<file path="config.mk">
export PLATFORM = sky130hd
export DESIGN_NAME = spc2_loader
export DESIGN_NICKNAME = d
export VERILOG_FILES = /design/src/rtl/spc2_loader.sv
export SDC_FILE = /design/constraint.sdc
export NUM_CORES = 1
export LEC_CHECK = 0
export CAP_MARGIN = 20
export CELL_PAD_IN_SITES_DETAIL_PLACEMENT = 0
export CELL_PAD_IN_SITES_GLOBAL_PLACEMENT = 1
export CORE_UTILIZATION = 32
export DETAILED_ROUTE_END_ITERATION = 16
export GPL_ROUTABILITY_DRIVEN = 0
export PLACE_DENSITY = 0.63
export SYNTH_ARGS = -nofsm -noshare
export SYNTH_HDL_FRONTEND = slang
export SYNTH_SLANG_ARGS = --single-unit
</file>
<file path="constraint.sdc">
create_clock -name Clk -period 2.25 [get_ports Clk]
set_input_delay 0.225 -clock Clk [delete_from_list [all_inputs] [get_ports Clk]]
set_output_delay 0.225 -clock Clk [all_outputs]
set_load 0.02 [all_outputs]
</file>
<file path="src/rtl/spc2_loader.sv">
// spc2_loader: serializes one 16-bit configuration frame into the spc2 shift port.
// Ports:
//   Clk, Resetn           - system clock, asynchronous active-low reset
//   f, iq, gs, ce, ns,
//   gd, fs, re            - configuration fields, sampled on cfg_valid & cfg_ready
//   cfg_valid / cfg_ready - request handshake (ready only while idle)
//   busy, done            - frame in progress / one-cycle completion pulse
//   spi_clk, spi_data,
//   spi_resetn            - registered serial clock, data and target reset
module spc2_loader #(
  parameter int unsigned DIV        = 2,
  parameter int unsigned RST_CYCLES = 2
) (
  input  logic       Clk,
  input  logic       Resetn,
  input  logic [3:0] f,
  input  logic       iq,
  input  logic [3:0] gs,
  input  logic       ce,
  input  logic       ns,
  input  logic [2:0] gd,
  input  logic       fs,
  input  logic       re,
  input  logic       cfg_valid,
  output logic       cfg_ready,
  output logic       busy,
  output logic       done,
  output logic       spi_clk,
  output logic       spi_data,
  output logic       spi_resetn
);

  localparam int unsigned FRAME_W = 16;
  localparam int unsigned BIT_W   = 4;
  localparam int unsigned MAX_CYC = (DIV > RST_CYCLES) ? DIV : RST_CYCLES;
  localparam int unsigned CNT_W   = (MAX_CYC > 1) ? $clog2(MAX_CYC) : 1;

  localparam logic [CNT_W-1:0] DIV_LAST = CNT_W'(DIV - 1);
  localparam logic [CNT_W-1:0] RST_LAST = CNT_W'(RST_CYCLES - 1);
  localparam logic [BIT_W-1:0] BIT_LAST = BIT_W'(FRAME_W - 1);

  typedef enum logic [2:0] {
    S_IDLE,
    S_TRST,
    S_SETUP,
    S_HIGH,
    S_LOW,
    S_TAIL
  } state_e;

  state_e               state_q, state_d;
  logic [CNT_W-1:0]     cnt_q, cnt_d;
  logic [BIT_W-1:0]     bit_q, bit_d;
  logic [FRAME_W-1:0]   sr_q, sr_d;
  logic                 cfg_ready_q, cfg_ready_d;
  logic                 busy_q, busy_d;
  logic                 done_q, done_d;
  logic                 spi_clk_q, spi_clk_d;
  logic                 spi_data_q, spi_data_d;
  logic                 spi_resetn_q, spi_resetn_d;

  logic                 handshake;
  logic                 cnt_inc_en;

  assign handshake = cfg_valid & cfg_ready_q;

  // Next-state, phase/bit counters and shift register.
  always_comb begin
    state_d    = state_q;
    cnt_d      = cnt_q;
    bit_d      = bit_q;
    sr_d       = sr_q;
    done_d     = 1'b0;
    cnt_inc_en = 1'b0;

    case (state_q)
      S_IDLE: begin
        if (handshake) begin
          sr_d    = {f, iq, gs, ce, ns, gd, fs, re};
          bit_d   = '0;
          cnt_d   = '0;
          state_d = S_TRST;
        end
      end
      S_TRST: begin
        if (cnt_q == RST_LAST) begin
          cnt_d   = '0;
          state_d = S_SETUP;
        end else begin
          cnt_inc_en = 1'b1;
        end
      end
      S_SETUP: begin
        if (cnt_q == DIV_LAST) begin
          cnt_d   = '0;
          state_d = S_HIGH;
        end else begin
          cnt_inc_en = 1'b1;
        end
      end
      S_HIGH: begin
        if (cnt_q == DIV_LAST) begin
          cnt_d = '0;
          if (bit_q == BIT_LAST) begin
            state_d = S_TAIL;
          end else begin
            // Falling edge: present the next bit on the same cycle.
            sr_d    = {1'b0, sr_q[FRAME_W-1:1]};
            bit_d   = bit_q + BIT_W'(1);
            state_d = S_LOW;
          end
        end else begin
          cnt_inc_en = 1'b1;
        end
      end
      S_LOW: begin
        if (cnt_q == DIV_LAST) begin
          cnt_d   = '0;
          state_d = S_HIGH;
        end else begin
          cnt_inc_en = 1'b1;
        end
      end
      S_TAIL: begin
        if (cnt_q == DIV_LAST) begin
          cnt_d   = '0;
          done_d  = 1'b1;
          state_d = S_IDLE;
        end else begin
          cnt_inc_en = 1'b1;
        end
      end
      default: begin
        state_d = S_IDLE;
      end
    endcase

    if (cnt_inc_en) begin
      cnt_d = cnt_q + CNT_W'(1);
    end
  end

  // Registered outputs follow the state being entered, so they align with it.
  always_comb begin
    cfg_ready_d  = (state_d == S_IDLE);
    busy_d       = (state_d != S_IDLE);
    spi_clk_d    = (state_d == S_HIGH);
    spi_resetn_d = (state_d != S_TRST);
    // Data only moves while a frame is active; sr only shifts on HIGH->LOW.
    spi_data_d   = (state_d != S_IDLE) ? sr_d[0] : spi_data_q;
  end

  always_ff @(posedge Clk or negedge Resetn) begin
    if (!Resetn) begin
      state_q      <= S_IDLE;
      cnt_q        <= '0;
      bit_q        <= '0;
      sr_q         <= '0;
      cfg_ready_q  <= 1'b1;
      busy_q       <= 1'b0;
      done_q       <= 1'b0;
      spi_clk_q    <= 1'b0;
      spi_data_q   <= 1'b0;
      spi_resetn_q <= 1'b0;
    end else begin
      state_q      <= state_d;
      cnt_q        <= cnt_d;
      bit_q        <= bit_d;
      sr_q         <= sr_d;
      cfg_ready_q  <= cfg_ready_d;
      busy_q       <= busy_d;
      done_q       <= done_d;
      spi_clk_q    <= spi_clk_d;
      spi_data_q   <= spi_data_d;
      spi_resetn_q <= spi_resetn_d;
    end
  end

  assign cfg_ready  = cfg_ready_q;
  assign busy       = busy_q;
  assign done       = done_q;
  assign spi_clk    = spi_clk_q;
  assign spi_data   = spi_data_q;
  assign spi_resetn = spi_resetn_q;

endmodule

</file>
## Word-level counts from Yosys, hierarchy flattened

Index checks and enable logic that the tools add are counted.

| word-level totals | value |
|---|---|
| register bits after elaboration | 30 |
| word-level logic and storage cells | 57 |
| bits in latches | 0 |
| ROM bits | 0 |
| bits in writable memories | 0 |
| input bits | 19 |
| memories | 0 |

| operators by class | value |
|---|---|
| bitwise logic cells | 1 |
| equal/unequal tests | 12 |
| reduce and logical (&&, ||, !) cells | 9 |
| $add $sub $neg | 2 |
| multipliers | 0 |
| mux-type cells | 22 |
| div/mod/pow operators | 0 |
| order comparisons | 0 |
| shifts and indexed selects | 0 |

Operator list:

| operator | number |
|---|---|
| $mux W16 | 3 |
| $pmux W16 S2 | 1 |
| $mux W3 | 5 |
| $pmux W3 S5 | 1 |
| $mux W4 | 3 |
| $eq A3 B2 Y1 const B | 3 |
| $pmux W4 S2 | 1 |
| $mux W1 | 7 |
| $eq A3 B3 Y1 const B | 2 |
| $logic_not A3 Y1 | 2 |
| $ne A2 B2 Y1 const B | 3 |
| $reduce_bool A3 Y1 | 2 |
| $reduce_or A5 Y1 | 1 |
| $add A4 B1 Y4 const B | 1 |
| $eq A4 B4 Y1 const B | 1 |
| $reduce_and A4 Y1 | 1 |
| $eq A3 B1 Y1 const B | 1 |
| $ne A3 B1 Y1 const B | 1 |
| $ne A3 B3 Y1 const B | 1 |
| $pmux W1 S2 | 1 |
| $reduce_and A2 Y1 | 1 |
| $reduce_bool A2 Y1 | 1 |
| $reduce_or A2 Y1 | 1 |
| $add A1 B1 Y1 const B | 1 |
| $and A1 B1 Y1 | 1 |

## Depth between registers and ports, before layout

| logic depth | value |
|---|---|
| depth after elaboration | 5 |
| gate-level depth with buffers | 7 |
| gate-level depth less buffers | 5 |

## Least setup slack after synthesis

OpenSTA, ideal clock, no wires.

| timing path | value |
|---|---|
| path type | register -> register |
| start | register cfg_ready_q, in the netlist cfg_ready |
| end | register spi_data_q, in the netlist spi_data |
| setup time | 0.125 ns |
| slack | 0.641 ns |
| arrival time | 1.484 ns |
| path buffers | 1 |
| stages on the path, launching flop included | 6 |
| path through | dfstp_2 > and2_1 > and2_1 > buf_2 > a221o_1 > mux2_2 |

| between the ends | value |
|---|---|
| elaborated cells between the ends (all ways) | 6 |
| those cells by class | mux: 4; bitwise: 1; reduce/logical: 1 |

RTL lines:

| element | RTL line | RTL |
|---|---|---|
| from (decl) | 55 | `logic cfg_ready_q, cfg_ready_d;` |
| from (signal assigned) | 170 | `cfg_ready_q <= cfg_ready_d;` |
| $and A1 B1 Y1 | 65 | `assign handshake = cfg_valid & cfg_ready_q;` |
| $mux W16 | 78 | `if (handshake) begin` |
| $pmux W16 S2 | 76 | `case (state_q)` |
| net sr_d[0] | 54 | `logic [FRAME_W-1:0] sr_q, sr_d;` |
| to (signal assigned) | 174 | `spi_data_q <= spi_data_d;` |
| to (decl) | 59 | `logic spi_data_q, spi_data_d;` |

The timed path passes the listed nets, and every way through them passes these cells. The select of a mux whose other input is x is not followed.
A chain may end at the register's enable or synchronous reset.

## Final worst setup path

| timing path | value |
|---|---|
| start | register state_q[2] |
| end | register spi_data_q, in the netlist spi_data |

| between the ends | value |
|---|---|
| elaborated cells between the ends (all ways) | 15 |
| those cells by class | eq/ne: 5; mux: 7; reduce/logical: 3 |

RTL lines:

| element | RTL line | RTL |
|---|---|---|
| from (decl) | 51 | `state_e state_q, state_d;` |
| from (signal assigned) | 166 | `state_q <= state_d;` |
| $eq A3 B2 Y1 / $logic_not A3 Y1 (equally long branches) | 76 |  |
| $pmux W16 S2 * | 76 |  |
| net sr_d[0] | 54 |  |

The timed path passes the listed nets; every way through them passes the cells marked *.

==> summary.md <==
| Metric | Value |
|---|---|
| Worst hold-check slack | 0.326 ns |
| Overall fraction of global-route tracks in use | 14.5% |
| # resized after CTS | 0 |
| Cell-internal power | 0.00141 W |
| Worst ir drop on vdd | 0.429 mV |
| Clock period minus final worst setup slack | 1.77 ns |
| Number of design rule violations left after detail routing | 0 |
| Final setup skew | 0.00685 ns |
| Clock buffer count from CTS | 5 |
| Worst Max-Slew Pin Slew | 0.570 ns |
| Post-CTS Setup Bufs | 0 |
| Starting utilization of the core area | 33.5% |
| Cell area after synthesis | 1350 sq um |
| Number of cells in the finished layout apart from fillers | 201 |
| Hold violation count in the final report | 0 |
| Mux share of post-synthesis cell area | 1.67% |
| Count of endpoints failing setup in the final report | 0 |
| Vertical die dimension | 67.0 microns |
| Complex-gate fraction of the synthesized area | 17.6% |
| Fraction of the mapped netlist area in adder cells | 0.927% |
| Ys async rst share | 100% |
| Avg Cell Area, Syn | 10.7 sq um |
| Overall die width | 67.0 microns |
| Detailed-router iteration count before antenna repair | 4 |
| Number of max-slew violations in the final report | 0 |
| Class of the most critical hold timing path | input port to async pin |
| Arrival time reported for the critical path endpoint | 1.94 ns |
| CTS Root Cell | sky130_fd_sc_hd__clkbuf_8 |
| Deepest clock path buffer count | 2 |
| Clock power share | 17.9% |
| Area growth syn-to-layout | 25.5% |
| Placed Area | 1620 sq um |
| Wire length after detailed routing | 2590 microns |
| Cts hold-fix bufs | 0 |
| Setup repair after global routing missed its margin | no |
| Rows | 23 |
| Boundary pin count | 25 |
| Rel. slew slack | 62.0% |
| Sw Ratio | 36.4% |
| Fraction of final layout cells with drive strength greater than 1 | 9.93% |
| Final setup TNS | 0 ns |
| Pin count of the biggest net entering global routing | 31 |
| Number of diodes added for antenna fixing | 0 |
| Fraction of synthesized cell area in xor and xnor cells | 1.95% |
| First-pass GRT wire length | 4620 microns |
| Count of distinct cell types in the synthesized netlist | 36 |
| Number of buffers added on ports | 24 |
| Initial detailed-routing violation count | 62 |
| Warnings from Yosys | 0 |
| HPWL Detailed | 1750 microns |
| CP max FO | 18 |
| Max-capacitance violation count | 0 |
| Average vias per placed instance | 4.94 |
| Final instance area | 1690 sq um |
| Register bit total from synthesis | 30 |
| Critical Path Sink Type | flop |
| Part of the cycle the worst path needs | 78.8% |
| Remaining antenna violation count | 0 |
| Logic gate share of total power | 37.9% |
| Vias in the first global route | 995 |
| Clock Latency Late Sink | 0.28 ns |
| Kind of critical path | flop to flop |
| Syn Nets | 146 |
| Placeable core area | 4030 sq um |
| Number of instances in the synthesized netlist | 126 |
| Cell count after placement | 194 |
| Clock Sink Count | 30 |
| Routed length per placed instance | 12.9 microns |
| Vias after detailed routing | 993 |
| Share of synthesized area occupied by flip-flops and latches | 55.7% |
| Leak | 0.767 nW |
| Result of the run | completed |
| Final #Nets | 171 |
| CTS H-tree lvls | 2 |
| Power per Cell Area | 1310 nW/um^2 |
| Switching power | 0.000805 W |
| Critical path required time | 2.42 ns |
| Initial antenna violation count | 0 |
| Clock tree from TritonCTS | done |
| Fraction of the mapped netlist area in simple logic gates | 17.9% |
| Layout filler cell count | 407 |
| Upper clock frequency limit | 564 MHz |
| Critical path startpoint category | flop |
| Most used flip-flop cell after synthesis | sky130_fd_sc_hd__dfrtp_1 |
| Sequential cell fraction of total power | 44.2% |
| Die ar. | 4480 sq um |
| Dominant combinational cell family by area after synthesis | simple AND/OR/NAND/NOR gates |
| Clock-pin slew of the registers on the worst-case setup and hold paths | 0.06 ns |
| EDFF count, synth | 0 |
| Residual overflow from global routing | 0 |
-- logic make-up after synthesis --
| family | Yosys count |
|---|---|
| and+or+nand+nor | 50 |
| AOI/OAI and AO/OA | 30 |
| DFF | 30 |
| buffers and inverters | 10 |
| xor gates and xnor gates | 3 |
| muxes | 2 |
| adders and majority gates | 1 |
-- worst paths after layout --
check	start	to	slack (ns)	cells past startpoint
hold / removal	Resetn	cnt_q	0.33	2
hold reg to reg	sr_q[1]	sr_q[1]	0.47	2
max in group asynchronous	Resetn	cfg_ready	1.61	2
min in group Clk	sr_q[1]	sr_q[1]	0.47	2
setup / recovery	state_q[2]	spi_data	0.48	4
setup reg to reg	state_q[2]	spi_data	0.48	4
-- cell type report --
cell class	count	area, sq um	share of cell area [%]
tap	50	62.6	3.69
clock buffer	7	76.3	4.51
multi-input combinational	86	541	31.9
inverter	2	7.51	0.443
sequential	30	752	44.4
timing repair buffer	26	255	15.1
-- worst max-delay path, cell delays in order (launching register included) --
cell	delay, ns
sky130_fd_sc_hd__dfrtp_1	0.48
sky130_fd_sc_hd__and4b_2	0.40
sky130_fd_sc_hd__a22oi_4	0.16
sky130_fd_sc_hd__a221o_1	0.35
sky130_fd_sc_hd__mux2_2	0.26
-- cells in the final DEF, fill, tap and decap left out, types with 3 or more instances in the layout --
master,count
sky130_fd_sc_hd__a22oi_1,14
sky130_fd_sc_hd__and2_1,4
sky130_fd_sc_hd__clkbuf_8,5
sky130_fd_sc_hd__clkdlybuf4s50_1,24
sky130_fd_sc_hd__dfrtp_1,29
sky130_fd_sc_hd__nand2_1,32
sky130_fd_sc_hd__nor2_1,3
-- cells in the mapped netlist (2+ instances only) --
| library cell | n | area [sq um] |
|---|---|---|
| sky130_fd_sc_hd__nand2_1 | 32 | 120 |
| sky130_fd_sc_hd__dfrtp_1 | 29 | 726 |
| sky130_fd_sc_hd__a22oi_1 | 14 | 105 |
| sky130_fd_sc_hd__and2_1 | 4 | 25.0 |
| sky130_fd_sc_hd__buf_2 | 4 | 20.0 |
| sky130_fd_sc_hd__nor2_1 | 3 | 11.3 |
| sky130_fd_sc_hd__a21oi_1 | 2 | 10.0 |
| sky130_fd_sc_hd__a22o_1 | 2 | 17.5 |
| sky130_fd_sc_hd__and3_1 | 2 | 12.5 |
| sky130_fd_sc_hd__buf_4 | 2 | 15.0 |
| sky130_fd_sc_hd__inv_1 | 2 | 7.51 |
| sky130_fd_sc_hd__mux2_2 | 2 | 22.5 |
| sky130_fd_sc_hd__nand2b_1 | 2 | 12.5 |
| sky130_fd_sc_hd__nand3_1 | 2 | 10.0 |
| sky130_fd_sc_hd__o21a_1 | 2 | 15.0 |
| sky130_fd_sc_hd__xor2_1 | 2 | 17.5 |
-- power groups by stage --
stage               Combinational (W)  Clock [W]  Sequential [W]
CTS                          0.000859   0.000419        0.000980
detailed placement           0.000852          0        0.000988
global route                 0.000961   0.000440         0.00102
finish                       0.000840   0.000396        0.000978
floorplan                    0.000681          0        0.000945
global placement             0.000840          0        0.000980
-- layer usage --
layer	wire length (microns)	vias to the layer above	global-route usage (%)	part of all wire (%)
met5	0	-	0	0
met4	60	0	7.98	2.3
met3	132	6	5.31	5.1
met2	1250	22	22.5	48
met1	1140	474	17.1	44
li1	-	491	-	-
-- sequential cells by signal, indices dropped and copies added, names as in the netlist --
signal / count
done: 1
cnt_q: 1
busy: 1
sr_q: 16
spi_resetn: 1
cfg_ready: 1
bit_q: 4
state_q: 3
spi_clk: 1
spi_data: 1
-- stage by stage --
stage	utilization, %	total power [W]	setup WS (ns)
after floorplan	-	0.00163	0.641
after global placement	40.2	0.00182	0.432
after detailed placement	40.2	0.00184	0.416
after CTS	42.0	0.00226	0.461
after global routing	42.0	0.00242	0.340
final	42.0	0.00221	0.477
No activity file was read; power rests on OpenSTA's default activity.
